`config.mk`:
```
export PLATFORM = sky130hd
export DESIGN_NAME = cdc_event_scheduler_flat
export DESIGN_NICKNAME = d
export VERILOG_FILES = /design/src/rtl/cdc_event_scheduler_if.sv /design/src/rtl/cdc_event_scheduler.sv /design/src/flat_wrapper.sv
export SDC_FILE = /design/constraint.sdc
export NUM_CORES = 1
export LEC_CHECK = 0
export BUFFER_PORTS_ARGS = -buffer_cell sky130_fd_sc_hd__buf_2
export CAP_MARGIN = 20
export CELL_PAD_IN_SITES_DETAIL_PLACEMENT = 2
export CELL_PAD_IN_SITES_GLOBAL_PLACEMENT = 2
export CORE_UTILIZATION = 34
export CTS_CLUSTER_DIAMETER = 100
export DETAILED_ROUTE_END_ITERATION = 6
export PLACE_DENSITY = 0.82
export RECOVER_POWER = 25
export SLEW_MARGIN = 20
export SYNTH_ARGS = -nofsm -noshare
export SYNTH_HDL_FRONTEND = slang
export SYNTH_SLANG_ARGS = --single-unit
```
`constraint.sdc`:
```
create_clock -name CLK -period 2.45 [get_ports CLK]
set_clock_uncertainty 0.2 [all_clocks]
set_input_delay 0.245 -clock CLK [delete_from_list [all_inputs] [get_ports CLK]]
set_output_delay 0.245 -clock CLK [all_outputs]
set_load 0.02 [all_outputs]
```
`src/rtl/cdc_event_scheduler_if.sv`:
```
// Request/acknowledge handshake between the event scheduler and the shared consumer.
// The scheduler side is the master: it raises REQ_O with the granted source index on ID_O
// and waits for ACK_I from the consumer (slave side).
interface cdc_event_scheduler_if;
  logic       REQ_O;
  logic [2:0] ID_O;
  logic       ACK_I;

  modport master (output REQ_O, output ID_O, input ACK_I);
  modport slave  (input REQ_O, input ID_O, output ACK_I);
endinterface

```
`src/rtl/cdc_event_scheduler.sv`:
```
// Per-source pending event counters with a round-robin request/acknowledge scheduler
// towards a single shared consumer.
// Optional feature: define CDC_SCHED_DROP_CNT_EN to enable the saturating dropped-event
// counter on DROP_CNT_O. When it is not defined, DROP_CNT_O is tied to 0.
//
// state | meaning
// IDLE  | no request outstanding; picks a round-robin winner when any counter is non-zero
// REQ   | REQ_O high with ID_O held; returns to IDLE on ACK_I and moves the pointer
module cdc_event_scheduler #(
  parameter int NUM_SRC = 4,
  parameter int CNT_W   = 3
) (
  input  logic                   CLK,
  input  logic                   strecher_reset,
  input  logic [NUM_SRC-1:0]     EVT_I,
  cdc_event_scheduler_if.master  bus,
  output logic [NUM_SRC-1:0]     PEND_O,
  output logic [NUM_SRC-1:0]     OVF_O,
  input  logic                   CLR_OVF_I,
  output logic [7:0]             DROP_CNT_O
);

  typedef enum logic {S_IDLE, S_REQ} state_t;

  localparam logic [CNT_W-1:0] CNT_MAX = '1;

  state_t             state_q;
  logic               req_q;
  logic [2:0]         id_q;
  logic [2:0]         ptr_q;

  logic [CNT_W-1:0]   cnt_q [NUM_SRC];
  logic [CNT_W-1:0]   cnt_d [NUM_SRC];
  logic [NUM_SRC-1:0] ovf_q;
  logic [NUM_SRC-1:0] ovf_d;
  logic [NUM_SRC-1:0] dec;
  logic [NUM_SRC-1:0] hit;

  logic [NUM_SRC-1:0] rot;
  logic [3:0]         sum;
  logic               win_found;
  logic [2:0]         win_id;
  logic [2:0]         next_ptr;

  assign bus.REQ_O = req_q;
  assign bus.ID_O  = id_q;
  assign OVF_O     = ovf_q;

  // Pending flags decoded from the registered counters
  always_comb begin
    PEND_O = '0;
    for (int i = 0; i < NUM_SRC; i++) PEND_O[i] = |cnt_q[i];
  end

  // Round-robin winner: first pending source at or after ptr, wrapping modulo NUM_SRC
  always_comb begin
    rot       = NUM_SRC'({PEND_O, PEND_O} >> ptr_q);
    win_found = 1'b0;
    sum       = {1'b0, ptr_q};
    for (int off = 0; off < NUM_SRC; off++) begin
      if (!win_found && rot[off]) begin
        win_found = 1'b1;
        sum       = {1'b0, ptr_q} + 4'(off);
      end
    end
    win_id = (sum >= 4'(NUM_SRC)) ? 3'(sum - 4'(NUM_SRC)) : sum[2:0];
  end

  // Pointer moves just past the source whose grant completes
  always_comb begin
    next_ptr = (id_q == 3'(NUM_SRC - 1)) ? 3'd0 : id_q + 3'd1;
  end

  // Counter next-state: event and grant at the same edge cancel; saturation flags overflow
  always_comb begin
    for (int i = 0; i < NUM_SRC; i++) begin
      dec[i]   = req_q && bus.ACK_I && (id_q == 3'(i));
      hit[i]   = 1'b0;
      cnt_d[i] = cnt_q[i];
      if (EVT_I[i] && !dec[i]) begin
        if (cnt_q[i] == CNT_MAX) hit[i] = 1'b1;
        else                     cnt_d[i] = cnt_q[i] + CNT_W'(1);
      end else if (!EVT_I[i] && dec[i]) begin
        cnt_d[i] = cnt_q[i] - CNT_W'(1);
      end
    end
    ovf_d = hit | (CLR_OVF_I ? '0 : ovf_q);
  end

  // Counter and sticky overflow registers
  always_ff @(posedge CLK or posedge strecher_reset) begin
    if (strecher_reset) begin
      for (int i = 0; i < NUM_SRC; i++) cnt_q[i] <= '0;
      ovf_q <= '0;
    end else begin
      for (int i = 0; i < NUM_SRC; i++) cnt_q[i] <= cnt_d[i];
      ovf_q <= ovf_d;
    end
  end

  // Two-state request FSM with registered REQ_O/ID_O and the round-robin pointer
  always_ff @(posedge CLK or posedge strecher_reset) begin
    if (strecher_reset) begin
      state_q <= S_IDLE;
      req_q   <= 1'b0;
      id_q    <= 3'd0;
      ptr_q   <= 3'd0;
    end else begin
      case (state_q)
        S_IDLE: begin
          if (win_found) begin
            state_q <= S_REQ;
            req_q   <= 1'b1;
            id_q    <= win_id;
          end
        end
        S_REQ: begin
          if (bus.ACK_I) begin
            state_q <= S_IDLE;
            req_q   <= 1'b0;
            ptr_q   <= next_ptr;
          end
        end
        default: begin
          state_q <= S_IDLE;
          req_q   <= 1'b0;
        end
      endcase
    end
  end

`ifdef CDC_SCHED_DROP_CNT_EN
  logic [7:0] drop_q;
  logic [7:0] drop_d;
  logic [8:0] drop_sum;

  // Several sources can drop in the same cycle, so add the whole hit count at once
  always_comb begin
    drop_sum = {1'b0, drop_q} + 9'($countones(hit));
    drop_d   = (drop_sum > 9'd255) ? 8'hFF : drop_sum[7:0];
  end

  // Saturating dropped-event counter
  always_ff @(posedge CLK or posedge strecher_reset) begin
    if (strecher_reset) drop_q <= 8'd0;
    else                drop_q <= drop_d;
  end

  assign DROP_CNT_O = drop_q;
`else
  assign DROP_CNT_O = 8'd0;
`endif

endmodule

```
`src/flat_wrapper.sv`:
```
// flat-port wrapper written by rule: the top's interface ports become plain ports
module cdc_event_scheduler_flat 
#(
  parameter int NUM_SRC = 4,
  parameter int CNT_W   = 3
)
  (CLK, strecher_reset, EVT_I, PEND_O, OVF_O, CLR_OVF_I, DROP_CNT_O, bus_REQ_O, bus_ID_O, bus_ACK_I);
  cdc_event_scheduler_if bus_i ();
  input  logic CLK;
  input  logic strecher_reset;
  input  logic [NUM_SRC-1:0] EVT_I;
  output logic [NUM_SRC-1:0] PEND_O;
  output logic [NUM_SRC-1:0] OVF_O;
  input  logic CLR_OVF_I;
  output logic [7:0] DROP_CNT_O;
  output wire logic [$bits(bus_i.REQ_O)-1:0] bus_REQ_O;
  output wire logic [$bits(bus_i.ID_O)-1:0] bus_ID_O;
  input wire logic [$bits(bus_i.ACK_I)-1:0] bus_ACK_I;
  assign bus_REQ_O = bus_i.REQ_O;
  assign bus_ID_O = bus_i.ID_O;
  assign bus_i.ACK_I = bus_ACK_I;
  cdc_event_scheduler #(.NUM_SRC(NUM_SRC), .CNT_W(CNT_W)) u_core (.CLK(CLK), .strecher_reset(strecher_reset), .EVT_I(EVT_I), .bus(bus_i), .PEND_O(PEND_O), .OVF_O(OVF_O), .CLR_OVF_I(CLR_OVF_I), .DROP_CNT_O(DROP_CNT_O));
endmodule
```
==> results of run 1 <==
## cell type report
class	instances	area (um^2)
Multi-Input combinational cell	173	1130
Fill cell	585	3030
Timing Repair Buffer	34	206
Sequential cell	24	602
Inverter	16	60.1
Clock buffer	4	55.1
Tap cell	70	87.6
## cell usage after synthesis (all sizes together), types with 3 or more instances
| library cell | n | area (um^2) |
|---|---|---|
| nor2 | 13 | 48.8 |
| nand4 | 3 | 18.8 |
| or2 | 3 | 18.8 |
| a31oi | 3 | 18.8 |
| buf | 10 | 82.6 |
| inv | 16 | 60.1 |
| nor3 | 11 | 93.8 |
| fa | 4 | 80.1 |
| ha | 8 | 100 |
| nor4 | 3 | 18.8 |
| xnor2 | 4 | 35.0 |
| nand2b | 3 | 18.8 |
| dfrtp | 24 | 601 |
| nand3 | 12 | 60.1 |
| a21oi | 14 | 70.1 |
| o22ai | 7 | 50.1 |
| nand2 | 32 | 120 |
| and2 | 4 | 25.0 |
| o21ai | 12 | 60.1 |
## cell usage in the layout, fill, tap and decap left out, types with 3 or more instances in the layout
cell | Yosys | routed
a21oi_1 | 14 | 14
a31oi_1 | 3 | 3
and2_1 | 4 | 4
buf_2 | 0 | 19
buf_4 | 8 | 13
clkbuf_8 | 0 | 4
conb_1 | 1 | 8
dfrtp_1 | 24 | 23
fa_1 | 4 | 4
ha_1 | 8 | 8
inv_1 | 13 | 13
inv_2 | 3 | 3
nand2_1 | 32 | 31
nand2b_1 | 3 | 3
nand3_1 | 12 | 12
nand4_1 | 3 | 3
nor2_1 | 13 | 13
nor3_1 | 7 | 7
nor3_4 | 3 | 3
nor4_1 | 3 | 3
o21ai_0 | 12 | 12
o22ai_1 | 6 | 6
or2_2 | 3 | 3
xnor2_1 | 4 | 4
## repair_timing
action / CTS / global route
hold buffers: 1 / 0
setup endpoints to repair: 0 / 2
hold endpoints to repair: 24 / 0
resized for setup: 0 / 2
setup buffers: 0 / 1
## worst max-delay path, cell delays in order (launching register included)
cell and delay, ns:
dfrtp_2 0.42, inv_1 0.08, ha_1 0.20, nand2_1 0.09
nand2_1 0.13, fa_1 0.46, nand4_1 0.13, o21ai_0 0.10
a221oi_1 0.32
## cells by family (layout without fill, tap and decap cells)
family,count (synthesis),in the layout
and+or+nand+nor,89,89
DFF,24,24
other,1,8
AOI/OAI and AO/OA,54,54
xor gates and xnor gates,6,6
muxes,4,4
adders and majority gates,12,12
buffers and inverters,26,54
## state kept, by name, summed over array words and instances, names as in the netlist
name / flops
u_core.OVF_O: 4
u_core.state_q: 1
u_core.cnt_q: 12
u_core.ptr_q: 3
u_core.bus.ID_O: 3
u_core.bus.REQ_O: 1
## power by group through the flow
stage          clock network, mW  registers (mW)  logic, mW
2_1_floorplan                  0           0.862      0.888
3_5_place_dp                   0           0.838       1.38
5_1_grt                    0.298           0.867       1.59
6_report                   0.270           0.833       1.41
4_1_cts                    0.282           0.835       1.41
3_3_place_gp                   0           0.826       1.32
## per-stage QoR
step | utilization | instance area (um^2)
2_1_floorplan | - | 1870
3_3_place_gp | 0.400 | 2070
3_5_place_dp | 0.400 | 2070
4_1_cts | 0.413 | 2140
5_1_grt | 0.414 | 2140
6_report | 0.414 | 2140
## path summary, 6_finish.rpt
check | endpoint | cells after the start
max | u_core.cnt_q[8] | 8
min | u_core.cnt_q[11] | 2
max reg2reg | u_core.cnt_q[8] | 8
min reg2reg | u_core.OVF_O[3] | 2
max in group asynchronous | u_core.bus.ID_O[1] | 4
min in group asynchronous | u_core.OVF_O[3] | 4
## metal layers
| metal | part of all wire | vias up |
|---|---|---|
| li1 | - | 820 |
| met1 | 0.46 | 840 |
| met4 | 0.0075 | 0 |
| met3 | 0.022 | 4 |
| met2 | 0.51 | 22 |
| met5 | 0 | - |
==> results by group, run 1 <==
Synthesis
  – Mux cell area share after synthesis: 0.0251
  – Largest family of logic cells by synthesized area: simple AND/OR/NAND/NOR gates
  – Xor and xnor area share after synthesis: 0.0285
  – Post-Synthesis Cells: roughly 220
  – Post-synthesis adder-cell area fraction: 0.0976
  – Post-Synth Simple-Gate Area: 0.257
  – Post-synth ARST share: 1.00
  – Flops & latches, synth: 24
  – Avg Synthesized Cell Area: 8.55 um^2
  – Post-synth EDFFs: 0
  – Synth Area in Compound Gates: 0.188
  – Ys flop type: dfrtp_1
  – Yosys warnings: 0
  – Yosys cell types: 46
  – Post-synthesis sequential area ratio: 0.325
  – Synthesized cell area: 0.00185 mm^2

Timing
  – Max-Slew Margin vs Limit: 0.110
  – Fin crit period: 2.24 ns
  – Fin crit share: 0.916
  – Final WS setup: 0.206 ns
  – RSZ-0062 raised after global routing: false
  – Setup violators final: 0
  – Max Slew Vio Count: 0
  – Fin. Hold Viols: 0
  – Hold slack: around 0.027 ns
  – Tightest Pin Transition: around 1.3 ns
  – Fin Setup TNS: 0 ns
  – Max Freq: 446 MHz

Critical path
  – Source of the worst register-to-register timing path: u_core.bus.ID_O[1]
  – Flop2flop setup slack: a little over 0.2 ns
  – WP data arrival: 2.21 ns
  – Setup CP Type: reg -> reg
  – CP Capture Type: flip-flop
  – Startpoint types: flip-flop
  – Max FO, Critical Path: 5
  – Crit path from: u_core.bus.ID_O[1]
  – CP required: 2.42 ns

Drt
  – Routed vias: 1686
  – Initial DRC count: ~50
  – Post-route antenna net violation count: 0
  – Drt via density: 5.25
  – Routed WL per cell: 16.9 um
  – Routed WL: 5440 um
  – DRC viols: 0
  – First drt pass iteration count: 4

Power
  – Net Sw Frac: 0.482
  – Net switching power of the design: between 1 and 1.5 mW
  – P per Cell Area: 1170 mW/mm^2
  – Final Power: between 2 and 3 mW
  – LEAKAGE: 0.949 nW
  – Internal: around 1.3 mW
  – Sequential Power Share: 0.331
  – VDD IR max: 0.000444 V
  – Combinational power share: 0.561
  – Clk pwr share: 0.108

Clocking
  – Clock Path Buffers: 2
  – TritonCTS clock tree: yes
  – Root buf cell: clkbuf_8
  – Worst-path clk slew: around 0.090 ns
  – # clock sinks: 24
  – Max H-tree Level: 1
  – Clock Latency Late Sink: 0.27 ns
  – Num CTS Buffers: 3

Global routing
  – GR peak layer: met2
  – Initial antenna violation count: 0
  – Met3 usage: 0.0317
  – GRT overflow: 0
  – Pin count of the biggest net entering global routing: 25
  – Vias in the first global route: 1751
  – First-pass GRT wire length: between 8000 and 9000 um
  – GRT Total Usage: 0.210
  – M2 GR Usage: 0.373
  – Met1 GRT Util: 0.274

Floorplan
  – Die area: 0.00573 mm^2
  – Die Y: 75.7 um
  – Initial core utilization: 0.357
  – CORE AREA: 0.00517 mm^2
  – FP Rows: 26
  – Num ports: 28
  – Die W: 75.7 um

Placement
  – GP Congestion: 0.818
  – Dpl cells: approximately 320
  – Dpl hpwl: 4100 um
  – PortBufs: 19
  – Worst slack, placed: between 0.15 and 0.2 ns

Final layout
  – P&R area growth vs syn: 16.1%
  – # diodes: 0
  – Nets: 272
  – Share of cells above drive strength 1: 0.211
  – Final Non-Filler Cells: 321

Job
  – Total of max-cap violations: 0

Hold path
  – Min-Delay Startpoint: EVT_I[0]
  – Hold WC Path Type: in -> reg

Status
  – Status: finished clean
(Power assumes the default switching activity.)
==> run 2, diff against run 1 <==
Settings changed: PLACE_DENSITY 0.82 to not set, PLACE_DENSITY_LB_ADDON set to 0.12.
==> run 2 against run 1 <==
  * Register-to-register slack worse by 0.04 ns
  * Critical path depth stayed put
  * Global-route usage is 1.5 points higher
  * Cell count decreased by 0.31%
  * Worst hold slack better by 0.0054 ns
  * Sequential power grew 2%
  * Worst setup slack got worse by 0.043 ns
  * Die area unchanged
  * Critical path type unchanged
  * Critical endpoint is now u_core.cnt_q[11]
  * Largest cell class unchanged
  * Highest routed layer unchanged
==> results by group, run 2 (same netlist as run 1, synthesis figures left out) <==
Status
  – Status: finished clean

Drt
  – Routed WL: 5770 um
  – Drt via density: 5.34
  – DRC viols: 0
  – Initial DRC count: 85
  – Routed wl met2: roughly 3000 um
  – M1 WL: 2510 um
  – Met3 WL: around 180 um
  – Post-route antenna net violation count: 0
  – Top Layer Used: met4
  – First drt pass iteration count: 4
  – Routed WL per cell: between 15 and 20 um
  – Routed vias: 1710

Job
  – Total of max-cap violations: 0

Final layout
  – Number of flip-flops in the largest register: 12
  – Nets: roughly 270
  – Most flop-heavy register: u_core.cnt_q
  – Commonest non-fill, non-tap cell in the layout: nand2_1
  – Commonest cells after routing, fill and taps aside: nand2_1, dfrtp_1, buf_2
  – Fin util: 0.416
  – Share of cells above drive strength 1: 0.208
  – Final Non-Filler Cells: 320
  – Final Instance Area: around 0.0022 mm^2
  – P&R area growth vs syn: 16.5%
  – # diodes: 0

Global routing
  – First-pass GRT wire length: 9430 um
  – GRT Total Usage: 0.225
  – Initial antenna violation count: 0
  – Vias in the first global route: 1853
  – GRT overflow: 0
  – Pin count of the biggest net entering global routing: 25

Floorplan
  – Die W: between 70 and 80 um
  – Die area: 0.00573 mm^2
  – Die Y: 75.7 um
  – FP Rows: 26
  – Initial core utilization: 0.357
  – CORE AREA: 0.00517 mm^2
  – Num ports: 28

Critical path
  – CP required: 2.42 ns
  – Startpoint types: flip-flop
  – Max stage delay on crit path: ~0.45 ns
  – Worst path cell trace: inv_1 > ha_1 > nand2_2 > nand2_1 > fa_1 > nand4_1 > o21ai_0 > a221oi_1
  – Crit path buffers/inverters: 1
  – Top delay family on crit path: adder cells
  – CP max stage cell: fa_1
  – Max FO, Critical Path: 7
  – CP Capture Type: flip-flop
  – WP data arrival: 2.25 ns
  – Setup CP Type: reg -> reg

Placement
  – Dpl hpwl: 4410 um
  – Placed Instance Area: between 0.002 and 0.0025 mm^2
  – Dpl cells: roughly 310
  – Worst slack, placed: 0.0803 ns
  – PortBufs: 19
  – GP Congestion: between 0.9 and 1

Power
  – Net Sw Frac: 0.477
  – P per Cell Area: around 1200 mW/mm^2
  – Sequential Power Share: 0.326
  – Net switching power of the design: 1.25 mW
  – VDD IR max: 0.000438 V
  – LEAKAGE: 0.952 nW
  – Clk pwr share: 0.140
  – Combinational power share: 0.534
  – Final Power: 2.61 mW
  – Internal: approximately 1.4 mW

Hold path
  – Hold WC Path Type: in -> reg

Clocking
  – # clock sinks: 24
  – TritonCTS clock tree: yes
  – Max H-tree Level: 1
  – Num CTS Buffers: 3
  – Root buf cell: clkbuf_8
  – Worst-path clk slew: 0.10 ns
  – Clock Path Buffers: 2
  – Clock Latency Late Sink: approximately 0.28 ns

Timing
  – Tightest Pin Transition: approximately 1.4 ns
  – Fin crit period: between 2 and 2.5 ns
  – Fin. Hold Viols: 0
  – Max Slew Vio Count: 0
  – Setup violators final: 0
  – Max Freq: 437 MHz
  – RSZ-0062 raised after global routing: false
  – Fin crit share: 0.934
  – Hold slack: 0.0324 ns
  – Fin Setup TNS: 0 ns
  – Max-Slew Margin vs Limit: 0.0795
  – Final WS setup: 0.163 ns
-- run 2: layout make-up --
type / instances / area (um^2)
inverter: 16 / 60.1
multi-input combinational: 173 / 1130
tap: 70 / 87.6
sequential: 24 / 602
timing repair buffer: 33 / 199
clock buffer: 3 / 41.3
clock inverter: 1 / 30.0
fill: 590 / 3020
-- run 2: worst paths after layout --
| check | startpoint | endpoint | slack (ns) | depth (start not counted) |
|---|---|---|---|---|
| setup / recovery | u_core.bus.ID_O[1] | u_core.cnt_q[11] | 0.16 | 8 |
| hold / removal | EVT_I[1] | u_core.cnt_q[8] | 0.03 | 2 |
| setup reg to reg | u_core.bus.ID_O[1] | u_core.cnt_q[11] | 0.16 | 8 |
| hold reg to reg | u_core.OVF_O[1] | u_core.OVF_O[1] | 0.36 | 2 |
| max in group asynchronous | strecher_reset | u_core.bus.ID_O[1] | 0.36 | 4 |
| min in group asynchronous | strecher_reset | u_core.OVF_O[3] | 0.79 | 4 |
-- run 2: repair_timing --
action                                 4_1_cts  5_1_grt
hold buffers                                 1        0
setup endpoints to repair                    0        1
resized for setup                            0        2
endpoints found under the hold margin       24        0
buffers inserted                             0        1
-- run 2: layer usage --
metal  global-route usage  vias up
met5                    0        -
met1                0.277      851
met4               0.0576        0
li1                     -      815
met2                0.421       38
met3               0.0198        6
-- run 2: power groups by stage --
stage / clock network, mW / logic [mW] / registers [mW]
floorplan: 0 / 0.888 / 0.862
detailed placement: 0 / 1.36 / 0.865
CTS: 0.371 / 1.40 / 0.857
global route: 0.385 / 1.56 / 0.886
finish: 0.367 / 1.39 / 0.852
global placement: 0 / 1.26 / 0.839
